$ cat src/rtl/step_timer.sv
// Free-running step counter. It counts edges within the current mode and
// raises a terminal-count pulse on the edge where a temperature step is due.
// The period is STEP_CYCLES while heating/cooling and DRIFT_CYCLES while idle.
module step_timer #(
   parameter int STEP_CYCLES  = 4,
   parameter int DRIFT_CYCLES = 8
) (
   input  logic clk,
   input  logic rst,
   input  logic i_clear,
   input  logic i_drift_sel,
   output logic o_tc
);

   localparam int MAX_PERIOD = (STEP_CYCLES > DRIFT_CYCLES) ? STEP_CYCLES : DRIFT_CYCLES;
   localparam int CNT_W      = $clog2(MAX_PERIOD);

   logic [CNT_W-1:0] r_count;
   logic [CNT_W-1:0] w_last;

   // Terminal value for the selected period; a clear suppresses the pulse
   // so a mode change or load never steps on the same edge.
   assign w_last = i_drift_sel ? CNT_W'(DRIFT_CYCLES - 1) : CNT_W'(STEP_CYCLES - 1);
   assign o_tc   = !i_clear && (r_count == w_last);

   // Count edges, wrapping to zero at terminal count or on a clear
   // NOTE: sequential state uses <= so every register samples pre-edge values.
   always_ff @(posedge clk or posedge rst) begin
      if (rst) begin
         r_count <= '0;
      end else if (i_clear || o_tc) begin
         r_count <= '0;
      end else begin
         r_count <= r_count + 1'b1;
      end
   end

endmodule : step_timer

$ cat config.mk
export PLATFORM = sky130hd
export DESIGN_NAME = step_timer
export DESIGN_NICKNAME = d
export VERILOG_FILES = /design/src/rtl/step_timer.sv
export SDC_FILE = /design/constraint.sdc
export NUM_CORES = 1
export LEC_CHECK = 0
export BUFFER_PORTS_ARGS = -buffer_cell sky130_fd_sc_hd__buf_2
export CORE_AREA = 5 5 42 44
export DETAILED_ROUTE_END_ITERATION = 7
export DIE_AREA = 0 0 47 49
export PLACE_DENSITY = 0.36
export SETUP_SLACK_MARGIN = 0.02
export SLEW_MARGIN = 20
export SYNTH_ARGS = -nofsm -noshare
export SYNTH_HDL_FRONTEND = slang
export SYNTH_SLANG_ARGS = --single-unit
$ cat constraint.sdc
create_clock -name clk -period 1.5 [get_ports clk]
set_input_delay 0.3 -clock clk [delete_from_list [all_inputs] [get_ports clk]]
set_output_delay 0.3 -clock clk [all_outputs]
set_load 0.01 [all_outputs]
==> impl_results.md <==
- Share of the synthesized area in the top cell type: 0.496
- Inserted Clock Buffers: 3
- Ratio of cells with drive above 1 in the final layout: 0.500
- Placement row count: 14
- Fin crit share: 0.957
- Dominant combinational cell family by area after synthesis: simple AND/OR/NAND/NOR gates
- Biggest register: r_count
- Router iterations before antenna repair: 1
- Post-synthesis instance area: 151 um2
- Sequential element share of the synthesized area: 0.496
- Remaining global-route overflow: 0
- Placeable core region: 0.00140 mm2
- Switching share of power: 0.226
- Average via count per standard cell: 3.40
- Buffer type at the clock tree root: clkbuf_4
- Via count of the first global-routing pass: 134
- Post-synthesis cell type count: 9
- Max FFs per register: 3
- Placed Cells: 33
- Final weighted congestion of routability-driven global placement: 0.679
- Clock share of power: 0.507
- Share of the core filled with cells in the final layout: 0.188
- I/O pin count: 5
- Die area: 0.00230 mm2
- Peak clock frequency supported by timing: 697 MHz
- Result of the run: complete, no violations
- Worst-Skew Late Latency: 0.23 ns
- Ranking of synthesized cells by area: dfrtp_1 (50%), a211oi_2 (8.3%), ha_1 (8.3%)
- Library cell occupying the most area in the post-synthesis netlist: dfrtp_1
- Comb power frac: 0.144
- Pins over their slew limit: 0
- WL per Instance: 9.03 um
- Pin count of the biggest net entering global routing: 6
- DRC viols: 0
- Clock tree from TritonCTS: done
- Max-cap violation count: 0
- Number of setup violations in the final report: 0
- PD cells: 1040 mW/mm2
- Count of clock tree sinks: 3
- Arr. time, crit path: 1.14 ns
- First-pass GRT wire length: 489 um
- Setup Skew: 0.00162 ns
- Hold slack final: 0.275 ns
- Initial DRC Count: 0
- Initial standard-cell utilization of the core: 0.108
- Most common library cells after synthesis: dfrtp_1 (3), a21oi_1 (2), nand2b_1 (2)
- Path type of the worst min-delay path: in -> reg
- Number of antenna violations at the first check in global routing: 0
- CTS H-Tree Depth: 1
- Leak Pwr: 0.000123 uW
- Slew at the pin with the worst max-slew slack: 0.167 ns
- Clock edge transition at the registers on the reported setup and hold paths: 0.04 ns
- Antenna Diode Count: 0
- Horiz. Die Dim: 47 um
- Register bit total from synthesis: 3
- Post-Synth XOR/XNOR Area: 0.0579
- RSZ-0062 raised after global routing: yes
- Peak supply drop: 435 uV
- Setup Crit Path Kind: reg -> out
- Register share of total power: 0.349
- Share of async-settable or async-resettable flops after synthesis: 1.00
- Endpoint type of the worst setup path: output pin
- Total power of the final layout: 273 uW
- Net count reported at finish: 30
- Final worst-path setup slack: 0.0646 ns
- Final antenna-violating net count: 0
- Worst rel slew slack: 0.888
- Final number of hold-violating endpoints: 0
- Most used standard cell by instance count after synthesis: dfrtp_1
- Final Instance Count excl. Fillers: 40
- Adder-cell share of the synthesized area: 0.0826
- Total routed wirelength: 361 um
- Multiplexer share of the synthesized area: 0
- Post-Syn Nets: 18
- Data required time at the worst endpoint: 1.20 ns
- Syn-to-layout area delta: 73.6%
- Design internal power: 211 uW
- Top Registers: r_count (3)
- Synth warnings: 0
- Total routing resource utilization after global routing: 0.0325
- Synth Area per Inst: 11.6 um2
- Mapped Cells: 13
- Number of input and output port buffers inserted: 4
- Vias post-DR: 136
- Worst slack at placement: 0.224 ns
- Simple-gate share of the synthesized area: 0.190
- Critical path startpoint category: register
- Switching Power: 61.7 uW
- Post-synthesis compound-gate area fraction: 0.149
- Height of the chip: 49 um
- Most instantiated flip-flop cell in the synthesis netlist: dfrtp_1
- Post-synth EDFFs: 0
- Largest driver fanout on the critical path: 5
- Shortest period the worst path allows: 1.44 ns
- Maximum clock insertion buffer count: 2
==> worst max-delay path, cell delays in order (launching register included) <==
cell,delay (ns)
dfrtp_1,0.41
ha_4,0.19
and3b_1,0.17
buf_2,0.13
==> layout by cell type (no fill, tap or decap), types with 2 or more instances in the layout <==
| master | count |
|---|---|
| clkbuf_4 | 3 |
| buf_2 | 4 |
| dfrtp_1 | 3 |
| nand2b_1 | 2 |
| buf_4 | 2 |
| a21oi_1 | 2 |
==> repair_timing <==
action                                  4_1_cts  5_1_grt
endpoints found under the setup margin        1        1
buffers inserted                              0        2
pin swaps                                     0        1
endpoints found under the hold margin         3        0
hold buffers                                  1        0
resized for setup                             2        1
==> area by class of cell <==
cell class / instances / area (um2)
fillers: 166 / 1140
flip-flops and latches: 3 / 75.1
multi-input cells: 9 / 92.6
clock buffers: 4 / 26.3
repair buffers: 7 / 45.0
inverters: 1 / 3.75
well taps: 16 / 20.0
==> worst paths after layout <==
path | from | to | slack [ns] | cells after the start
setup / recovery | r_count[0] | o_tc | 0.06 | 3
hold / removal | i_clear | r_count[0] | 0.27 | 2
setup reg to reg | r_count[2] | r_count[0] | 0.50 | 3
hold reg to reg | r_count[0] | r_count[0] | 0.51 | 1
max in group asynchronous | rst | r_count[2] | 0.90 | 3
min in group asynchronous | rst | r_count[0] | 0.47 | 3
==> per-stage QoR <==
stage                     setup TNS, ns  cell area, um2
final                                 0             263
after floorplan                       0             151
after detailed placement              0             191
after global routing           -0.00919             263
after CTS                             0             238
after global placement                0             191
==> per-layer routing <==
layer	wire length [um]	GRT usage
met1	162	0.0376
met2	153	0.0385
met3	44	0.0332
met4	0	0.0138
met5	0	0
==> kinds of logic after synthesis <==
logic type | count (synthesis)
buffers and inverters | 1
and+or+nand+nor | 4
xor gates and xnor gates | 1
DFF | 3
AOI/OAI and AO/OA | 3
adders and majority gates | 1
==> power groups by stage <==
stage	Sequential, uW	Combinational (uW)	Clock (uW)
3_3_place_gp	92.3	25.2	0
5_1_grt	96.3	44.1	157
2_1_floorplan	92.0	17.5	0
4_1_cts	92.5	31.4	146
6_report	95.4	39.4	138
3_5_place_dp	93.0	26.8	0
(Power assumes the default switching activity.)
